**src/rtl/iir_stream_adapter.sv**
```systemverilog
// iir_stream_adapter
//
// Puts a valid/ready stream in front of the `iir` filter core and another one
// behind it. The core takes one `x` and produces one `y` every clock and has
// no flow control. The adapter does four things:
//   - Registers accepted samples onto `x`.
//   - Tags every accept and delays the tag by the filter latency.
//   - Captures only the tagged `y` values into an output FIFO.
//   - Holds one credit per FIFO entry, so a result always has a slot when it
//     arrives, even under downstream backpressure.
//
// Parameters
//   DW          sample width (matches the filter x/y width)
//   FILT_LAT    clock edges from a change on x to the matching change on y (0..8)
//   OFIFO_DEPTH output FIFO entries and total credits (power of 2, >= 2)
//
// Ports
//   clk      rising-edge clock
//   rst_n    asynchronous active-low reset
//   s_valid  input sample valid
//   s_ready  adapter can accept a sample (credits available)
//   s_data   input sample
//   x        sample driven to the filter
//   y        filter output
//   m_valid  output result valid (FIFO not empty)
//   m_ready  downstream accepts the result
//   m_data   filtered result (FIFO head)
//
// Build option
//   IIR_ADAPT_HOLD_EN  when defined, x holds the last accepted sample on
//                      non-accept cycles instead of being forced to 0.

module iir_stream_adapter #(
    parameter int DW          = 32,
    parameter int FILT_LAT    = 1,
    parameter int OFIFO_DEPTH = 4
) (
    input  logic          clk,
    input  logic          rst_n,
    input  logic          s_valid,
    output logic          s_ready,
    input  logic [DW-1:0] s_data,
    output logic [DW-1:0] x,
    input  logic [DW-1:0] y,
    output logic          m_valid,
    input  logic          m_ready,
    output logic [DW-1:0] m_data
);

    localparam int AW = $clog2(OFIFO_DEPTH);
    localparam int CW = $clog2(OFIFO_DEPTH + 1);

    logic [CW-1:0]   credits;
    logic [CW-1:0]   count;
    logic [AW-1:0]   wr_ptr;
    logic [AW-1:0]   rd_ptr;
    logic [FILT_LAT:0] tag;
    logic [DW-1:0]   mem [OFIFO_DEPTH];

    logic accept;
    logic pop;
    logic capture;

    assign s_ready = (credits != '0);
    assign m_valid = (count != '0);
    assign m_data  = mem[rd_ptr];

    assign accept  = s_valid && s_ready;
    assign pop     = m_valid && m_ready;
    // The tag at the end of the pipeline lines up with the y produced from
    // the x driven when that tag entered.
    assign capture = tag[FILT_LAT];

    // Sample drive and tag pipeline
    always_ff @(posedge clk or negedge rst_n) begin
        if (!rst_n) begin
            x   <= '0;
            tag <= '0;
        end else begin
            if (accept) begin
                x <= s_data;
            end else begin
`ifdef IIR_ADAPT_HOLD_EN
                x <= x;
`else
                x <= '0;
`endif
            end
            tag[0] <= accept;
            for (int i = 1; i <= FILT_LAT; i++) begin
                tag[i] <= tag[i-1];
            end
        end
    end

    // Credits: each accept reserves a FIFO slot, and each pop frees one.
    // Because of this, a capture can never find the FIFO full.
    always_ff @(posedge clk or negedge rst_n) begin
        if (!rst_n) begin
            credits <= CW'(OFIFO_DEPTH);
        end else begin
            case ({accept, pop})
                2'b10:   credits <= credits - CW'(1);
                2'b01:   credits <= credits + CW'(1);
                default: credits <= credits;
            endcase
        end
    end

    // Output FIFO. The depth is a power of 2, so the pointers wrap naturally.
    always_ff @(posedge clk or negedge rst_n) begin
        if (!rst_n) begin
            wr_ptr <= '0;
            rd_ptr <= '0;
            count  <= '0;
            for (int i = 0; i < OFIFO_DEPTH; i++) begin
                mem[i] <= '0;
            end
        end else begin
            if (capture) begin
                mem[wr_ptr] <= y;
                wr_ptr      <= wr_ptr + AW'(1);
            end
            if (pop) begin
                rd_ptr <= rd_ptr + AW'(1);
            end
            case ({capture, pop})
                2'b10:   count <= count + CW'(1);
                2'b01:   count <= count - CW'(1);
                default: count <= count;
            endcase
        end
    end

endmodule
```
**config.mk**
```make
export PLATFORM = sky130hd
export DESIGN_NAME = iir_stream_adapter
export DESIGN_NICKNAME = d
export VERILOG_FILES = /design/src/rtl/iir_stream_adapter.sv
export SDC_FILE = /design/constraint.sdc
export NUM_CORES = 1
export LEC_CHECK = 0
export ABC_AREA = 1
export CAP_MARGIN = 20
export CORE_AREA = 3 3 134 136
export DETAILED_ROUTE_END_ITERATION = 16
export DIE_AREA = 0 0 137 139
export HOLD_SLACK_MARGIN = 0.06
export PLACE_DENSITY = 0.72
export SLEW_MARGIN = 10
export SYNTH_ARGS = -nofsm -noshare
export SYNTH_HDL_FRONTEND = slang
export SYNTH_SLANG_ARGS = --single-unit
```
**constraint.sdc**
```tcl
create_clock -name clk -period 1.9 [get_ports clk]
set_clock_uncertainty 0.1 [all_clocks]
set_input_delay 0.38 -clock clk [delete_from_list [all_inputs] [get_ports clk]]
set_output_delay 0.38 -clock clk [all_outputs]
set_load 0.1 [all_outputs]
```
== Word-level counts from Yosys, hierarchy flattened ==
Index checks and enable logic that the tools add are counted.
Operators by class
  add/subtract/negate cells: 6
  $lt $le $gt $ge: 3
  equal/unequal tests: 4
  multiplexer cells: 9
  bitwise logic cells: 2
  reduce and logical (&&, ||, !) cells: 7
Operator list (number)
  128-bit bitwise mux: 1
  32-bit 2-to-1 mux: 4
  32-bit binary-select mux with 2-bit select: 1
  32-bit demux with 2-bit select: 1
  3-bit case mux with 2 select lines: 2
  3-bit by 1-bit adder with 3-bit output, second input constant: 2
  3-bit greater-or-equal comparator, second input constant: 2
  2-bit inverter with 3-bit output: 2
  3-bit nonzero test: 2
  3-bit by 1-bit subtractor with 3-bit output, second input constant: 2
  2-bit by 1-bit adder with 2-bit output, second input constant: 2
  2-bit by 1-bit == test with 1-bit output, second input constant: 2
  2-bit == test, second input constant: 2
  2-bit nonzero test: 2
  1-bit logical AND: 3
  3-bit by 1-bit less-than comparator with 1-bit output, second input constant: 1
Word-level totals
  register bits after elaboration: 172
  input port bits: 68
  output and inout port bits: 66
  logic and storage cells: 41

== Longest topological paths before layout ==
  word-level depth: 6
  depth in mapped cells: 12

== Least setup slack after synthesis ==
OpenSTA, ideal clock, no wires.
  kind: register -> register
  start: register count[0]
  end: register credits[1]
  data arrival time: 2.466 ns
  data required time: 1.674 ns
  setup slack: -0.792 ns
  cell stages (with the launch flop): 10
  clock period less this slack: 2.692 ns
  path through: dfrtp_1 -> inv_1 -> nand3_1 -> nand2_1 -> inv_1 -> ha_1 -> inv_1 -> fa_1 -> nand2_1 -> o21ai_0
Between the ends
  longest elaborated chain between the ends: 4
RTL lines
  start: declaration: line 54  | logic [CW-1:0] count;
  start signal: assignment: line 128  | 2'b10: count <= count + CW'(1);
  start signal: assignment: line 129  | 2'b01: count <= count - CW'(1);
  start signal: assignment: line 130  | default: count <= count;
  3-bit nonzero test (*): line 65  | assign m_valid = (count != '0);
  named net m_valid: line 45  | output logic m_valid,
  1-bit logical AND (*): line 69  | assign pop = m_valid && m_ready;
  2-bit by 1-bit == test with 1-bit output / 2-bit == test (equally long branches): line 102  | case ({accept, pop})
  3-bit case mux with 2 select lines / 2-bit nonzero test (equally long branches)
  end signal: assignment: line 103  | 2'b10: credits <= credits - CW'(1);
  end signal: assignment: line 104  | 2'b01: credits <= credits + CW'(1);
  end signal: assignment: line 105  | default: credits <= credits;
  end: declaration: line 53  | logic [CW-1:0] credits;
The timed path passes the listed nets; every way through them passes the cells marked *.
A chain may end at the register's enable or synchronous reset.

== Worst setup path after layout ==
  start: register rd_ptr[0]
  end: output port m_data[29]
Between the ends
  longest elaborated chain between the ends: 4
RTL lines
  start: declaration: line 56  | logic [AW-1:0] rd_ptr;
  start signal: assignment: line 125  | rd_ptr <= rd_ptr + AW'(1);
  2-bit inverter with 3-bit output (implied by the code): line 66  | assign m_data = mem[rd_ptr];
  32-bit binary-select mux with 2-bit select: line 66
  32-bit 2-to-1 mux (implied by the code) (2 in series): line 66
  end: declaration: line 47  | output logic [DW-1:0] m_data
No other way between the ends. The select of a mux whose other input is x is not followed.

==> flow_metrics.py <==
metrics = {
    "status": {
        "status": "finished with violations",
        "violations": "setup timing",
    },
    "route": {
        "wire_per_inst_um": 13.46,
        "drtIter0Drc": 288,
        "wl_um": 16530,
        "dr.pass1.iters": 4,
        "postRouteAntennaNets": 0,
        "viasPerCell": 4.752,
        "drc": 0,
        "via_count": 5835,
    },
    "synthesis": {
        "synth_edf_count": 0,
        "synthArstFlopShare_pct": 100.0,
        "yosysMostFrequentCell": "nand2_1",
        "yosysTopAreaCellShare_pct": 56.38,
        "avgSynthCellArea_um2": 8.795,
        "yosysSeqAreaShare_pct": 56.73,
        "synth.ff_latch_count": 172,
        "syn_nets": 939,
        "netlist_instances": 863,
        "synth.distinct_cells": 21,
        "synth.cell_area_um2": 7590,
        "synth-main-ff-cell": "dfrtp_1",
        "synth_area_leaders": "dfrtp_1, nand2_1, o21ai_1",
        "yosys-top-cells-count": "nand2_1, dfrtp_1, inv_1, o21ai_1, o211ai_1",
        "yosys.area.top_type": "dfrtp_1",
        "yosysWarnings": 0,
    },
    "clock_network": {
        "cts_root_buf": "clkbuf_16",
        "cts_htree_levels": 4,
        "cts_tree": "done",
        "clkLatencyLatePin_ns": 0.42,
        "cts_buffers": 17,
        "cts.clk_slew.worst_paths_ns": 0.06,
        "clockBufferDepth": 2,
        "numClockSinks": 172,
    },
    "finish": {
        "area_growth_syn_to_layout_pct": 40.22,
        "fill_cells": 1435,
        "seq_area_um2": 4307,
        "multi_input_area_um2": 2554,
        "drive_above_1_share_pct": 17.25,
        "diodes": 0,
        "nets": 1066,
        "stdcell_area_um2": 10640,
    },
    "timing": {
        "setup_tns_ns": -6.050,
        "slew_violations": 0,
        "relSlewSlack_pct": 68.59,
        "rsz0062_at_grt": "yes",
        "worstMarginPinSlew_ns": 0.4711,
        "fin_crit_ns": 2.149,
        "period_share_pct": 113.1,
        "timing.fmax_mhz": 465.4,
        "setup_viol": 32,
        "hold_violations": 0,
        "worst_slack_ns": -0.2489,
    },
    "critical_path": {
        "crit_chain": "clkinv_4, buf_12, o211ai_1, nand2_2, buf_12",
        "path_delay_family": "buffers and inverters",
        "cp_common_cell": "buf_12",
        "crit_slowest_cell": "dfrtp_1",
        "worstPathArrival_ns": 1.67,
        "r2r-end": "credits[1]",
        "critPathLaunchType": "register",
        "rr_worst_depth": 8,
        "max_stage_delay_ns": 0.39,
        "critPathCaptureType": "output pin",
        "cp.required_ns": 1.42,
        "timing_worst_setup_path_type": "register to output pin",
        "crit_buf_inv": 3,
        "rrSetupSlack_ns": 0.15,
        "critPathMaxFanout": 44,
        "regToRegStartpoint": "credits[2]",
    },
    "global_routing": {
        "grt_pass1_wl_um": 28260,
        "grt_overflow": 0,
        "grt_pass1_vias": 5749,
        "grt_usage_pct": 18.52,
        "grt_max_degree": 53,
        "antenna_found_initial": 0,
    },
    "floorplan": {
        "start_util_pct": 44.50,
        "fp-row-count": 48,
        "fp.dieArea_um2": 19040,
        "die_x_um": 137,
        "pin_count": 134,
        "core_area_um2": 17060,
        "die_h_um": 139,
    },
    "placement": {
        "place.gp.congestion": 0.7467,
        "postPlaceCellArea_um2": 9993,
        "io_buffers": 133,
        "hpwl_um": 11320,
    },
    "hold_path": {
        "whs_path_depth": 0,
        "hp-class": "register to register",
        "hp-start": "tag[0]",
        "min_to": "tag[1]",
    },
    "job": {
        "drv_cap": 0,
    },
}
kinds of logic (layout without fill, tap and decap cells):
logic type / Yosys count / after routing / synth area share, %
compound gates: 195 / 195 / 14.97
fa+ha+maj: 8 / 8 / 1.517
buf+inv: 197 / 337 / 11.62
flops: 172 / 172 / 56.73
simple gates: 288 / 288 / 14.82
xor+xnor: 3 / 3 / 0.3463
placed cells by master (no fill, tap or decap), types with 17 or more instances in the layout:
master	n
buf_12	77
clkbuf_16	17
clkdlybuf4s50_1	66
dfrtp_1	170
inv_1	141
nand2_1	209
nand2_2	33
nor2_1	32
o211ai_1	64
o21ai_1	129
per-layer routing:
metal | vias up | share of wire (%) | global-route usage, %
met4 | 0 | 1.3 | 5.042
met1 | 2700 | 43 | 24.32
met2 | 147 | 47 | 29.07
met3 | 18 | 8.1 | 6.749
met5 | - | 0 | 0
li1 | 2970 | - | -
how the worst max path moves through the flow:
stage	cells past startpoint	to	from
detailed placement	10	count[2]	m_ready
finish	5	m_data[29]	rd_ptr[0]
floorplan	9	credits[1]	count[0]
global placement	10	count[2]	m_ready
CTS	5	m_data[29]	rd_ptr[0]
global route	6	m_data[13]	rd_ptr[0]
final cells by class:
type,instances,share of cell area [%]
inverter,148,5.267
tap,225,2.645
clock buffer,21,4.326
sequential,172,40.47
clock inverter,11,1.564
timing repair buffer,157,21.74
multi-input combinational,494,23.99
flip-flops by register name, indices dropped and copies added (netlist names):
name and count:
credits 3, wr_ptr 2, count 3, x 32, tag 2, rd_ptr 2
mem 128
what timing repair did:
action                                  in CTS  in global routing
hold endpoints to repair                    32                  0
buffers inserted                             1                  0
resized for setup                            1                  1
hold buffers                                 1                  0
endpoints found under the setup margin      32                 33
pin swaps                                    2                  4
stage by stage:
step | hold WS [ns] | cells | utilization [%] | setup slack, ns
after floorplan | -0.01559 | 863 | - | -0.1084
after global placement | 0.2011 | 1194 | 58.59 | -0.1411
after detailed placement | 0.1972 | 1194 | 58.59 | -0.1929
after CTS | 0.2584 | 1228 | 62.39 | -0.2799
after global routing | 0.2623 | 1228 | 62.40 | -0.3279
final | 0.2497 | 1228 | 62.40 | -0.2489
Power is not shown: default switching activity piles up to over one toggle a cycle in this logic, so the estimate is an artifact.
